--- config.mk ---
export PLATFORM = sky130hd
export DESIGN_NAME = pipelined_addsub
export DESIGN_NICKNAME = d
export VERILOG_FILES = /design/src/rtl/addsub_pkg.sv /design/src/rtl/addsub_stage.sv /design/src/rtl/pipelined_addsub.sv
export SDC_FILE = /design/constraint.sdc
export NUM_CORES = 1
export LEC_CHECK = 0
export ABC_CLOCK_PERIOD_IN_PS = 2600
export CAP_MARGIN = 10
export CORE_MARGIN = 2
export CORE_UTILIZATION = 42
export CTS_CLUSTER_SIZE = 40
export DETAILED_ROUTE_END_ITERATION = 10
export MAX_ROUTING_LAYER = met4
export PLACE_DENSITY = 0.72
export SLEW_MARGIN = 20
export SYNTH_ARGS = -nofsm -noshare
export SYNTH_HDL_FRONTEND = slang
export SYNTH_SLANG_ARGS = --single-unit
--- constraint.sdc ---
create_clock -name clk -period 2.6 [get_ports clk]
set_input_delay 0.26 -clock clk [delete_from_list [all_inputs] [get_ports clk]]
set_output_delay 0.26 -clock clk [all_outputs]
set_load 0.1 [all_outputs]
--- src/rtl/addsub_pkg.sv ---
// Shared definitions for the pipelined add/subtract unit: opcode values and
// the stage-count / configuration helpers evaluated at elaboration.
package addsub_pkg;

  localparam logic OP_ADD = 1'b0;
  localparam logic OP_SUB = 1'b1;

  function automatic int unsigned num_stages(input int unsigned width,
                                             input int unsigned chunk);
    if (chunk == 0) return 0;
    return width / chunk;
  endfunction

  // WIDTH must split into a whole, non-zero number of CHUNK-bit slices.
  function automatic bit cfg_ok(input int unsigned width,
                                input int unsigned chunk);
    if (chunk < 1) return 1'b0;
    if (width % chunk != 0) return 1'b0;
    return (width / chunk) >= 1;
  endfunction

endpackage

--- src/rtl/addsub_stage.sv ---
// One pipeline slice: resolves chunk IDX of the sum with a registered carry and
// forwards operands, partial sum and valid bit to the next slice.
module addsub_stage
  import addsub_pkg::*;
#(
  parameter int unsigned WIDTH = 16,
  parameter int unsigned CHUNK = 4,
  parameter int unsigned IDX   = 0
) (
  input  logic             clk,
  input  logic             rst_n,
  input  logic             adv,
  input  logic             prev_valid,
  input  logic [WIDTH-1:0] prev_a,
  input  logic [WIDTH-1:0] prev_b,
  input  logic [WIDTH-1:0] prev_sum,
  input  logic             prev_carry,
  output logic             valid,
  output logic [WIDTH-1:0] a,
  output logic [WIDTH-1:0] b,
  output logic [WIDTH-1:0] part_sum,
  output logic             carry
);

  localparam int unsigned LO = IDX * CHUNK;

  logic [CHUNK:0]   slice;
  logic [WIDTH-1:0] next_sum;

  always_comb begin
    slice = {1'b0, prev_a[LO +: CHUNK]} + {1'b0, prev_b[LO +: CHUNK]}
          + {{CHUNK{1'b0}}, prev_carry};
    next_sum = prev_sum;
    next_sum[LO +: CHUNK] = slice[CHUNK-1:0];
  end

  // Data only loads with a valid beat, so the last slice keeps the most
  // recent result visible while bubbles pass through.
  always_ff @(posedge clk) begin
    if (!rst_n) begin
      valid    <= 1'b0;
      a        <= '0;
      b        <= '0;
      part_sum <= '0;
      carry    <= 1'b0;
    end else if (adv) begin
      valid <= prev_valid;
      if (prev_valid) begin
        a        <= prev_a;
        b        <= prev_b;
        part_sum <= next_sum;
        carry    <= slice[CHUNK];
      end
    end
  end

endmodule

--- src/rtl/pipelined_addsub.sv ---
// Streaming add/subtract: operands are resolved CHUNK bits per stage with a
// registered carry between stages, under a single global advance enable.
module pipelined_addsub
  import addsub_pkg::*;
#(
  parameter int unsigned WIDTH = 16,
  parameter int unsigned CHUNK = 4
) (
  input  logic             clk,
  input  logic             rst_n,
  input  logic             in_valid,
  output logic             in_ready,
  input  logic             op,
  input  logic [WIDTH-1:0] x,
  input  logic [WIDTH-1:0] y,
  input  logic             cin,
  output logic             out_valid,
  input  logic             out_ready,
  output logic [WIDTH-1:0] sum,
  output logic             cout,
  output logic             ovf
);

  localparam int unsigned STAGES = num_stages(WIDTH, CHUNK);

  if (!cfg_ok(WIDTH, CHUNK)) begin : g_bad_cfg
    $error("pipelined_addsub: WIDTH must be a non-zero multiple of CHUNK");
  end

  logic             adv;
  logic [WIDTH-1:0] b_eff;
  logic             cin_eff;

  logic             v_pipe [STAGES+1];
  logic             c_pipe [STAGES+1];
  logic [WIDTH-1:0] a_pipe [STAGES+1];
  logic [WIDTH-1:0] b_pipe [STAGES+1];
  logic [WIDTH-1:0] s_pipe [STAGES+1];
  logic             unused_ops;

  assign adv      = !out_valid || out_ready;
  assign in_ready = adv;

  // Subtraction is x + ~y + ~cin, so borrow-in becomes an inverted carry-in.
  assign b_eff   = (op == OP_SUB) ? ~y : y;
  assign cin_eff = (op == OP_SUB) ? ~cin : cin;

  assign v_pipe[0] = in_valid;
  assign c_pipe[0] = cin_eff;
  assign a_pipe[0] = x;
  assign b_pipe[0] = b_eff;
  assign s_pipe[0] = '0;

  for (genvar k = 0; k < STAGES; k++) begin : g_stage
    addsub_stage #(
      .WIDTH (WIDTH),
      .CHUNK (CHUNK),
      .IDX   (k)
    ) u_stage (
      .clk        (clk),
      .rst_n      (rst_n),
      .adv        (adv),
      .prev_valid (v_pipe[k]),
      .prev_a     (a_pipe[k]),
      .prev_b     (b_pipe[k]),
      .prev_sum   (s_pipe[k]),
      .prev_carry (c_pipe[k]),
      .valid      (v_pipe[k+1]),
      .a          (a_pipe[k+1]),
      .b          (b_pipe[k+1]),
      .part_sum   (s_pipe[k+1]),
      .carry      (c_pipe[k+1])
    );
  end

  assign out_valid = v_pipe[STAGES];
  assign sum       = s_pipe[STAGES];
  assign cout      = c_pipe[STAGES];
  assign ovf       = (a_pipe[STAGES][WIDTH-1] == b_pipe[STAGES][WIDTH-1])
                  && (s_pipe[STAGES][WIDTH-1] != a_pipe[STAGES][WIDTH-1]);

  // Only the operand sign bits matter after the last slice.
  assign unused_ops = ^{a_pipe[STAGES], b_pipe[STAGES]};

endmodule

==> metrics.md <==
| Metric | Value |
|---|---|
| Register area | between 0.0015 and 0.002 mm² |
| Worst EP arrival | between 2 and 2.5 ns |
| Distinct cells, synth | 33 |
| Pin count of the biggest net entering global routing | between 50 and 60 |
| Post-route antenna net violation count | 0 |
| Max Slew Vio Count | 0 |
| Asr flop ratio synth | 0% |
| Ys flop type | dfxtp_1 |
| PD cells | 563.6 mW/mm² |
| Max Cap Viol | 0 |
| DRT Wirelength | a little under 10 mm |
| #FFs+latches synth | between 90 and 100 |
| Crit path kind | input port to register |
| ANT cells | 0 |
| Sequential fraction of the synthesis area | between 40% and 50% |
| Final GP Congestion | about 0.84 |
| Clock-pin transition on the worst setup and hold timing paths | 0.09 ns |
| Number of enable flip-flop cells after synthesis | 0 |
| CTS resizes | 0 |
| P_leak | around 1.8 nW |
| CTS max path bufs | 2 |
| RSZ-0062 raised after global routing | no |
| # rows | 37 |
| H-tree depth | 3 |
| Post-Synthesis Cells | around 520 |
| Post-synth top area share | 44.04% |
| Hold_ws | ~0.46 ns |
| Die Wd | between 100 and 150 µm |
| Number of vias per cell | about 5.5 |
| Hold crit path type | input port to register |
| CP endpoint kind | register |
| Setup TNS | 0 ns |
| Setup-failing EPs final | 0 |
| Area of the multi-input gates | about 0.0022 mm² |
| Syn avg cell area | 8.582 µm² |
| DR vias | between 3,000 and 4,000 |
| Synthesized area | around 0.0045 mm² |
| Area delta synth->final | 17.36% |
| Setup Skew | around 0.013 ns |
| First-pass GRT wire length | 16.62 mm |
| Hpwl dp | approximately 7.0 mm |
| # IOs | 58 |
| Initial DRC count | approximately 200 |
| CP Data Required Time | approximately 2.9 ns |
| Skew-Pair Late Insertion Delay | roughly 0.36 ns |
| Die area | approximately 0.011 mm² |
| Slew HR | about 46% |
| Nets | 611 |
| Critical register-to-register path startpoint | g_stage[0].u_stage.a[4] |
| CP max FO | 5 |
| DR WL/cell | roughly 14 µm |
| Total Routing Usage GR | 18.30% |
| Ratio of cells with drive above 1 in the final layout | 10.04% |
| Final period util | approximately three quarters |
| Antenna violations before repair | 0 |
| Final-report hold violation count | 0 |
| Worst-Margin Slew | 0.8072 ns |
| Core footprint | just over 0.01 mm² |
| Clock root buffer | clkbuf_8 |
| Clock sink count | 98 |
| Worst Setup Start Kind | input port |
| Residual DRC | 0 |
| Num CTS Buffers | 9 |
| CP startpoint | op |
| 1st-pass router iterations | 4 |
| Worst IR Drop VDD | approximately 0.36 mV |
| Port Buffers | 57 |
| Fmax | 0.5149 GHz |
| Largest area contributor in the netlist | dfxtp_1 |
| Chip height | ~110 µm |
| Fill cell count | a little under 1,000 |
| Area contributors post-synth | dfxtp_1 44%, a21oi_1 11%, nand3_1 7.9% |
| Synth warn | 0 |
| Setup Buffers After CTS | 0 |
| Hold path start | x[7] |
| Status | complete, no violations |
| Initial Utilization | ~43% |
| Total gr overflow | 0 |
| Post-CTS Hold Buffers | 0 |
| Syn nets | around 580 |
| Minimum clock period | between 1.5 and 2 ns |
| Vias in the first global route | 3,631 |
| CTS tree | built |
## logic make-up after synthesis
logic type                 Yosys count  synth area share (%)
adders and majority gates           20                 6.966
xor gates and xnor gates            21                 4.129
DFF                                 98                 44.04
and+or+nand+nor                    112                 12.72
AOI/OAI and AO/OA                  197                 24.47
buffers and inverters               71                 7.668
## state kept, by name, summed over array words and instances (netlist names)
register and flops:
g_stage.u_stage.part_sum 40, g_stage.u_stage.a 25, g_stage.u_stage.b 25, g_stage.u_stage.carry 4, g_stage.u_stage.valid 4
## cells in the mapped netlist (4+ instances only)
| cell | number |
|---|---|
| o21ai_0 | 64 |
| inv_2 | 4 |
| nor3_1 | 7 |
| clkbuf_1 | 7 |
| buf_2 | 27 |
| xor2_1 | 7 |
| inv_1 | 18 |
| nand3_1 | 70 |
| xnor2_1 | 14 |
| nand2b_1 | 4 |
| ha_1 | 12 |
| buf_4 | 4 |
| nor2_1 | 4 |
| fa_1 | 8 |
| dfxtp_1 | 98 |
| o21ai_1 | 9 |
| a21oi_1 | 94 |
| buf_1 | 5 |
| nand2_1 | 15 |
| a211oi_1 | 19 |
| nor2b_1 | 4 |
## power breakdown
part / total [mW] / leakage (nW) / switching, mW / internal, mW
logic: 0.355 / 0.922 / 0.197 / 0.159
registers: 1.59 / 0.798 / 0.0313 / 1.56
clock network: 1.00 / 0.0962 / 0.525 / 0.476
total: 2.95 / 1.82 / 0.753 / 2.19
## stage by stage
step / utilization, % / worst slack, ns / std cells / total power, mW / cell area [µm²]
2_1_floorplan: - / 0.1762 / 519 / 1.856 / 4454
3_3_place_gp: 48.66 / 0.3808 / 678 / 1.970 / 5024
3_5_place_dp: 48.66 / 0.2641 / 678 / 1.981 / 5024
4_1_cts: 50.64 / 0.6538 / 694 / 2.970 / 5228
5_1_grt: 50.64 / 0.5789 / 694 / 3.076 / 5228
6_report: 50.64 / 0.6578 / 694 / 2.946 / 5228
## cells in the final DEF (no fill, tap or decap), drive strengths merged, types with 4 or more instances in the layout
master,count
a211oi,19
a21oi,94
buf,35
clkbuf,11
clkdlybuf4s50,37
dfxtp,98
fa,8
ha,12
inv,23
nand2,15
nand2b,4
nand3,70
nor2,4
nor2b,5
nor3,7
o21ai,73
xnor2,14
xor2,7
## critical path, cell delays in order
cell,delay [ns]
clkdlybuf4s50_1,0.56
buf_4,0.19
xor2_1,0.23
inv_1,0.09
fa_1,0.43
nor2b_1,0.13
o21ai_0,0.09
a221oi_1,0.23
## worst paths after layout
kind                               endpoint  slack, ns  cells after the start
max                g_stage[0].u_stage.carry       0.66                      8
min                 g_stage[0].u_stage.a[7]       0.46                      3
max reg2reg  g_stage[1].u_stage.part_sum[6]       0.80                      6
min reg2reg         g_stage[1].u_stage.b[9]       0.46                      2
## cell type report
| type | instances | share of cell area [%] |
|---|---|---|
| timing repair buffer | 72 | 12.59 |
| clock inverter | 5 | 1.197 |
| multi-input combinational | 350 | 41.14 |
| clock buffer | 11 | 2.705 |
| tap | 136 | 3.255 |
| inverter | 22 | 1.580 |
| sequential | 98 | 37.53 |
## metal layers
layer | track usage, % | vias up | wire length, µm
met2 | 29.57 | 106 | 4635
li1 | - | 1909 | -
met4 | 5.380 | 0 | 137
met1 | 23.32 | 1764 | 4601
met3 | 3.708 | 12 | 483
met5 | - | - | 0
(Power assumes the default switching activity.)
